### src/rtl/mem_port_arbiter_if.sv
// Signal bundle of the shared data-memory port: IF/MEM requester handshakes and RAM side.
// master = requesters plus memory array; slave = the arbiter.
interface mem_port_arbiter_if #(
   parameter int DATA_W = 32,
   parameter int ADDR_W = 32
);
   logic              if_req;
   logic [ADDR_W-1:0] if_addr;
   logic              if_gnt;
   logic              if_rvalid;
   logic [DATA_W-1:0] if_rdata;
   logic              if_err;

   logic              mem_req;
   logic              mem_we;
   logic [ADDR_W-1:0] mem_addr;
   logic [DATA_W-1:0] mem_wdata;
   logic              mem_gnt;
   logic              mem_rvalid;
   logic [DATA_W-1:0] mem_rdata;
   logic              mem_err;

   logic              ram_en;
   logic              ram_we;
   logic [ADDR_W-1:0] ram_addr;
   logic [DATA_W-1:0] ram_wdata;
   logic [DATA_W-1:0] ram_rdata;
   logic              ram_err;

   logic              busy;

   modport slave (
      input  if_req, if_addr, mem_req, mem_we, mem_addr, mem_wdata, ram_rdata, ram_err,
      output if_gnt, if_rvalid, if_rdata, if_err,
      output mem_gnt, mem_rvalid, mem_rdata, mem_err,
      output ram_en, ram_we, ram_addr, ram_wdata, busy
   );

   modport master (
      output if_req, if_addr, mem_req, mem_we, mem_addr, mem_wdata, ram_rdata, ram_err,
      input  if_gnt, if_rvalid, if_rdata, if_err,
      input  mem_gnt, mem_rvalid, mem_rdata, mem_err,
      input  ram_en, ram_we, ram_addr, ram_wdata, busy
   );
endinterface

### src/rtl/mem_port_arbiter.sv
// Shares one single-port memory between IF (read) and MEM (read/write); grant in the request cycle,
// response MEM_LAT cycles later; requests are held by the requester until gnt, one access in flight.
module mem_port_arbiter #(
   parameter int DATA_W     = 32,
   parameter int ADDR_W     = 32,
   parameter int MEM_BYTES  = 4096,
   parameter int MEM_LAT    = 2,
   parameter int MAX_STREAK = 4
) (
   input  logic              CLK,
   input  logic              RST_N,
   mem_port_arbiter_if.slave bus
);
   localparam int CNT_W = (MEM_LAT > 1) ? $clog2(MEM_LAT) : 1;
   localparam int ST_W  = $clog2(MAX_STREAK + 1);
   localparam logic [ADDR_W-1:0] ADDR_LIMIT = ADDR_W'(MEM_BYTES);

   typedef enum logic {S_IDLE, S_WAIT} state_t;

   state_t            r_state;
   logic [CNT_W-1:0]  r_cnt;
   logic [ST_W-1:0]   r_streak;
   logic              r_own_if;
   logic              r_we;
   logic              r_chk_err;

   logic              w_idle;
   logic              w_wait;
   logic              w_pick_if;
   logic              w_grant;
   logic [ADDR_W-1:0] w_addr;
   logic              w_we;
   logic              w_bad;
   logic              w_ram_go;
   logic              w_resp;
   logic [DATA_W-1:0] w_rdata;
   logic              w_err;

   // Outputs are gated by RST_N so nothing leaks out (and no request is released) during reset.
   assign w_idle    = RST_N && (r_state == S_IDLE);
   assign w_wait    = RST_N && (r_state == S_WAIT);
   assign w_pick_if = bus.if_req && (!bus.mem_req || (r_streak == ST_W'(MAX_STREAK)));
   assign w_grant   = w_idle && (bus.if_req || bus.mem_req);
   assign w_addr    = w_pick_if ? bus.if_addr : bus.mem_addr;
   assign w_we      = !w_pick_if && bus.mem_we;
   assign w_bad     = (w_addr[1:0] != 2'b00) || (w_addr >= ADDR_LIMIT);
   assign w_ram_go  = w_grant && !w_bad;
   assign w_resp    = w_wait && (r_cnt == '0);

   assign bus.if_gnt    = w_grant && w_pick_if;
   assign bus.mem_gnt   = w_grant && !w_pick_if;
   assign bus.ram_en    = w_ram_go;
   assign bus.ram_we    = w_ram_go && w_we;
   assign bus.ram_addr  = w_ram_go ? w_addr : '0;
   assign bus.ram_wdata = (w_ram_go && w_we) ? bus.mem_wdata : '0;
   assign bus.busy      = w_grant || w_wait;

   // A check error never issued ram_en, so ram_err can only add to it when the access really ran.
   assign w_rdata = (r_we || r_chk_err) ? '0 : bus.ram_rdata;
   assign w_err   = r_chk_err || bus.ram_err;

   assign bus.if_rvalid  = w_resp && r_own_if;
   assign bus.if_rdata   = (w_resp && r_own_if) ? w_rdata : '0;
   assign bus.if_err     = w_resp && r_own_if && w_err;
   assign bus.mem_rvalid = w_resp && !r_own_if;
   assign bus.mem_rdata  = (w_resp && !r_own_if) ? w_rdata : '0;
   assign bus.mem_err    = w_resp && !r_own_if && w_err;

   always_ff @(posedge CLK) begin
      if (!RST_N) begin
         r_state   <= S_IDLE;
         r_cnt     <= '0;
         r_streak  <= '0;
         r_own_if  <= 1'b0;
         r_we      <= 1'b0;
         r_chk_err <= 1'b0;
      end else begin
         case (r_state)
            S_IDLE: begin
               if (w_grant) begin
                  r_state   <= S_WAIT;
                  r_cnt     <= CNT_W'(MEM_LAT - 1);
                  r_own_if  <= w_pick_if;
                  r_we      <= w_we;
                  r_chk_err <= w_bad;
                  // Streak only grows while IF is actually being held off.
                  if (w_pick_if || !bus.if_req) begin
                     r_streak <= '0;
                  end else if (r_streak != ST_W'(MAX_STREAK)) begin
                     r_streak <= r_streak + ST_W'(1);
                  end
               end
            end
            S_WAIT: begin
               if (r_cnt == '0) begin
                  r_state <= S_IDLE;
               end else begin
                  r_cnt <= r_cnt - CNT_W'(1);
               end
            end
            default: r_state <= S_IDLE;
         endcase
      end
   end
endmodule
### src/flat_wrapper.sv
// flat-port wrapper written by rule: the top's interface ports become plain ports
module mem_port_arbiter_flat 
#(
   parameter int DATA_W     = 32,
   parameter int ADDR_W     = 32,
   parameter int MEM_BYTES  = 4096,
   parameter int MEM_LAT    = 2,
   parameter int MAX_STREAK = 4
)
  (CLK, RST_N, bus_if_req, bus_if_addr, bus_mem_req, bus_mem_we, bus_mem_addr, bus_mem_wdata, bus_ram_rdata, bus_ram_err, bus_if_gnt, bus_if_rvalid, bus_if_rdata, bus_if_err, bus_mem_gnt, bus_mem_rvalid, bus_mem_rdata, bus_mem_err, bus_ram_en, bus_ram_we, bus_ram_addr, bus_ram_wdata, bus_busy);
  mem_port_arbiter_if #(.DATA_W(DATA_W), .ADDR_W(ADDR_W)) bus_i ();
  input  logic CLK;
  input  logic RST_N;
  input wire logic [$bits(bus_i.if_req)-1:0] bus_if_req;
  input wire logic [$bits(bus_i.if_addr)-1:0] bus_if_addr;
  input wire logic [$bits(bus_i.mem_req)-1:0] bus_mem_req;
  input wire logic [$bits(bus_i.mem_we)-1:0] bus_mem_we;
  input wire logic [$bits(bus_i.mem_addr)-1:0] bus_mem_addr;
  input wire logic [$bits(bus_i.mem_wdata)-1:0] bus_mem_wdata;
  input wire logic [$bits(bus_i.ram_rdata)-1:0] bus_ram_rdata;
  input wire logic [$bits(bus_i.ram_err)-1:0] bus_ram_err;
  output wire logic [$bits(bus_i.if_gnt)-1:0] bus_if_gnt;
  output wire logic [$bits(bus_i.if_rvalid)-1:0] bus_if_rvalid;
  output wire logic [$bits(bus_i.if_rdata)-1:0] bus_if_rdata;
  output wire logic [$bits(bus_i.if_err)-1:0] bus_if_err;
  output wire logic [$bits(bus_i.mem_gnt)-1:0] bus_mem_gnt;
  output wire logic [$bits(bus_i.mem_rvalid)-1:0] bus_mem_rvalid;
  output wire logic [$bits(bus_i.mem_rdata)-1:0] bus_mem_rdata;
  output wire logic [$bits(bus_i.mem_err)-1:0] bus_mem_err;
  output wire logic [$bits(bus_i.ram_en)-1:0] bus_ram_en;
  output wire logic [$bits(bus_i.ram_we)-1:0] bus_ram_we;
  output wire logic [$bits(bus_i.ram_addr)-1:0] bus_ram_addr;
  output wire logic [$bits(bus_i.ram_wdata)-1:0] bus_ram_wdata;
  output wire logic [$bits(bus_i.busy)-1:0] bus_busy;
  assign bus_i.if_req = bus_if_req;
  assign bus_i.if_addr = bus_if_addr;
  assign bus_i.mem_req = bus_mem_req;
  assign bus_i.mem_we = bus_mem_we;
  assign bus_i.mem_addr = bus_mem_addr;
  assign bus_i.mem_wdata = bus_mem_wdata;
  assign bus_i.ram_rdata = bus_ram_rdata;
  assign bus_i.ram_err = bus_ram_err;
  assign bus_if_gnt = bus_i.if_gnt;
  assign bus_if_rvalid = bus_i.if_rvalid;
  assign bus_if_rdata = bus_i.if_rdata;
  assign bus_if_err = bus_i.if_err;
  assign bus_mem_gnt = bus_i.mem_gnt;
  assign bus_mem_rvalid = bus_i.mem_rvalid;
  assign bus_mem_rdata = bus_i.mem_rdata;
  assign bus_mem_err = bus_i.mem_err;
  assign bus_ram_en = bus_i.ram_en;
  assign bus_ram_we = bus_i.ram_we;
  assign bus_ram_addr = bus_i.ram_addr;
  assign bus_ram_wdata = bus_i.ram_wdata;
  assign bus_busy = bus_i.busy;
  mem_port_arbiter #(.DATA_W(DATA_W), .ADDR_W(ADDR_W), .MEM_BYTES(MEM_BYTES), .MEM_LAT(MEM_LAT), .MAX_STREAK(MAX_STREAK)) u_core (.CLK(CLK), .RST_N(RST_N), .bus(bus_i));
endmodule
### config.mk
export PLATFORM = sky130hd
export DESIGN_NAME = mem_port_arbiter_flat
export DESIGN_NICKNAME = d
export VERILOG_FILES = /design/src/rtl/mem_port_arbiter_if.sv /design/src/rtl/mem_port_arbiter.sv /design/src/flat_wrapper.sv
export SDC_FILE = /design/constraint.sdc
export NUM_CORES = 1
export LEC_CHECK = 0
export ABC_AREA = 1
export BUFFER_PORTS_ARGS = -buffer_cell sky130_fd_sc_hd__clkbuf_2
export CAP_MARGIN = 20
export CELL_PAD_IN_SITES_DETAIL_PLACEMENT = 0
export CELL_PAD_IN_SITES_GLOBAL_PLACEMENT = 1
export CORE_MARGIN = 5
export CORE_UTILIZATION = 16
export CTS_CLUSTER_DIAMETER = 40
export DETAILED_ROUTE_END_ITERATION = 6
export GPL_TIMING_DRIVEN = 0
export PLACE_DENSITY_LB_ADDON = 0.1
export SKIP_CTS_REPAIR_TIMING = 1
export SLEW_MARGIN = 40
export SYNTH_ARGS = -nofsm -noshare
export SYNTH_HDL_FRONTEND = slang
export SYNTH_SLANG_ARGS = --single-unit
### constraint.sdc
create_clock -name CLK -period 2.2 [get_ports CLK]
set_clock_uncertainty 0.05 [all_clocks]
set_input_delay 0.33 -clock CLK [delete_from_list [all_inputs] [get_ports CLK]]
set_output_delay 0.33 -clock CLK [all_outputs]
set_load 0.1 [all_outputs]
==> results.toml <==
[final_layout]
antenna_cells = 0
drive_above_1_share = 0.669
final_util = 0.488
syn_to_final_growth_pct = 201
instances_no_fill = 842
final_nets = 808
n_fill_cell = 1196

[synthesis]
synthSimpleGateAreaFrac = 0.487
ys_async_sr_fraction = 0
synth_xor_area_frac = 0.00429
synth-compound-area-share = 0.0344
synth_area_per_cell_sq_um = 5.27
synth_top_family_by_area = "simple AND/OR/NAND/NOR gates"
syn_area_sq_um = 2040
ys_ff_latch = 8
ys_seq_area_frac = 0.0785
synth_edf_count = 0
yosys_warnings = 0
synth.distinct_cells = 29
postSynthCellCount = 387
synth_fa_ha_area_frac = 0.0123
synthMuxAreaShare = 0.0491
yosys_most_used_dff = "dfxtp_1"

[worst_setup_path]
reg2reg_depth = 17
r2r_end = "u_core.r_chk_err$_SDFFE_PN0P_"
crit_arrival_ps = 2380
regToRegStartpoint = "u_core.r_streak[1]$_SDFFE_PN0P_"
worst-setup-path-type = "flip-flop to primary output"
critPathLaunchType = "flip-flop"
crit_required_ps = 1820
worstSetupEndpointType = "primary output"
reg2reg_slack_ps = 190
crit_fanout = 8

[clock_network]
clock_tree.root_cell = "clkbuf_16"
worstSkewPairLatency_ps = 230
clk_pin_slew_ps = 40
cts_buffers = 3
cts_buffer_depth = 2
cts_tree = "yes"
htree_num_levels = 1
clock-sinks = 8

[outcome]
violations = "setup timing"
run_status = "complete, but fails checks"

[grt]
antenna_found_initial = 0
grt_max_degree = 11
first_global_vias = 3208
grt_overflow = 0
grt_pass1_wl_microns = 15400
grt_usage = 0.125

[routing]
met3_length_microns = 1120
avgRoutedWirePerCell_microns = 13.3
wl_met1_microns = 3770
routed_wl_microns = 11200
drc = 0
ant_nets = 0
drtIter0Drc = 73
route.vias.total = 3279
dr.max_layer_used = "met4"
vias_per_cell = 3.89
route.met2.wl_microns = 6170
drtPass1Iterations = 4

[power_and_ir_drop]
irDropWorstVdd_v = 0.000206
power_density_nw_per_um2 = 258
p_leak_uw = 0.00319

[sta]
holdWs_ps = 338
finalCritPeriodShare = 1.25
rsz0062_at_grt = "true"
layout_setup_ws_ps = -556
setup_viol = 44
finalHoldViolCount = 0
finalCriticalPeriod_ps = 2760
tightest_slew_ps = 570
tns_ps = -22800
max_freq_mhz = 363
max_slew_margin = 0.622
slew_violations = 0

[floorplanning]
die_y_microns = 123
core_sq_um = 12600
initial_utilization = 0.162
die_x_microns = 123
fp.dieArea_sq_um = 15100
ios = 271
rows = 41

[place]
placedCellCount = 827
portBuffers = 247
dp_hpwl_microns = 9310
gp_congestion = 0.703

[job]
cap_violations = 0

[min_path]
min_path_type = "input pin to flip-flop"
min_from = "bus_mem_we"
min_path_cells = 3
min_to = "u_core.r_we$_SDFFE_PN0P_"
[layout make-up]
class	instances	area (sq um)	share of cell area
Tap cell	172	215	0.0351
Buffer	44	477	0.0778
Inverter	98	388	0.0633
Clock buffer	3	75.1	0.0122
Sequential cell	8	165	0.0269
Timing Repair Buffer	260	2400	0.391
Multi-Input combinational cell	257	2410	0.394
[layout by cell type (no fill, tap or decap), types with 4 or more instances in the layout]
cell type,n
conb_1,22
nor3_4,66
clkbuf_16,11
buf_6,41
dfxtp_1,4
nor2_4,45
nand2_1,61
o21ai_0,5
buf_4,57
inv_1,88
nor2_1,12
nand3_1,4
nand3b_1,12
clkinvlp_4,4
inv_2,4
buf_12,50
nand2_4,4
clkbuf_2,141
mux2i_1,10
dfxtp_2,4
[critical path, cell delays in order, from the launching register on]
cell       delay [ps]
dfxtp_2           340
inv_2              50
ha_4              150
nand2_4            70
nand2_8            70
nand2_8           110
clkbuf_16         160
nand2_2            40
nand2_1            40
nand2_1            60
nor2_1            100
nand2_1            90
nor2_4            150
nand3_4            90
buf_12            150
clkbuf_16         170
nor2_4            110
buf_12            180
[cell usage after synthesis, types with 2 or more instances]
library cell	number	area, sq um
inv_1	96	360
nand2_1	67	251
nor3_1	66	330
nor2_1	45	169
buf_4	23	173
nand3b_1	12	90.1
nor2_2	11	68.8
mux2i_1	10	100
clkbuf_1	9	33.8
dfxtp_1	8	160
buf_6	7	78.8
o21ai_0	5	25.0
a21oi_1	4	20.0
buf_1	4	15.0
nand3_1	4	20.0
ha_1	2	25.0
nand2_4	2	22.5
[flip-flops by register name (all words and copies together), names as in the netlist]
name and flops:
u_core.r_cnt 1, u_core.r_chk_err 1, u_core.r_own_if 1, u_core.r_we 1
u_core.r_state 1, u_core.r_streak 3
[layer usage]
metal	vias to the layer above	GRT usage
li1	1692	-
met1	1421	0.134
met2	155	0.247
met3	11	0.0293
met4	0	0.0273
met5	-	0
[worst max path at each step]
stage | startpoint | to | slack [ps] | cells past startpoint
6_report | u_core.r_streak[1]$_SDFFE_PN0P_ | bus_ram_wdata[5] | -560 | 17
3_5_place_dp | u_core.r_streak[1]$_SDFFE_PN0P_ | bus_ram_wdata[2] | -820 | 16
5_1_grt | u_core.r_streak[1]$_SDFFE_PN0P_ | bus_ram_wdata[5] | -690 | 17
4_1_cts | u_core.r_streak[1]$_SDFFE_PN0P_ | bus_ram_wdata[2] | -1080 | 16
2_1_floorplan | u_core.r_state$_SDFF_PN0_ | bus_if_rdata[22] | -690 | 5
3_3_place_gp | u_core.r_streak[1]$_SDFFE_PN0P_ | bus_ram_wdata[2] | -810 | 16
[power breakdown]
group          internal (uW)  total, uW  switching, uW
Sequential               159        171           11.1
Clock                    235        308           73.6
Combinational            297       1100            807
Total                    691       1580            892
[kinds of logic after synthesis]
| kind of cell | after synthesis |
|---|---|
| AOI/OAI and AO/OA | 11 |
| xor gates and xnor gates | 1 |
| adders and majority gates | 2 |
| buffers and inverters | 143 |
| DFF | 8 |
| muxes | 10 |
| other | 1 |
| and+or+nand+nor | 211 |
[stage by stage]
step | setup WS (ps) | total power, uW | area, sq um
6_report | -556 | 1580 | 6130
5_1_grt | -691 | 1670 | 6130
4_1_cts | -1080 | 1540 | 4890
3_5_place_dp | -824 | 1230 | 4820
3_3_place_gp | -806 | 1220 | 4810
2_1_floorplan | -687 | 1020 | 3360
No activity file was read; power rests on OpenSTA's default activity.
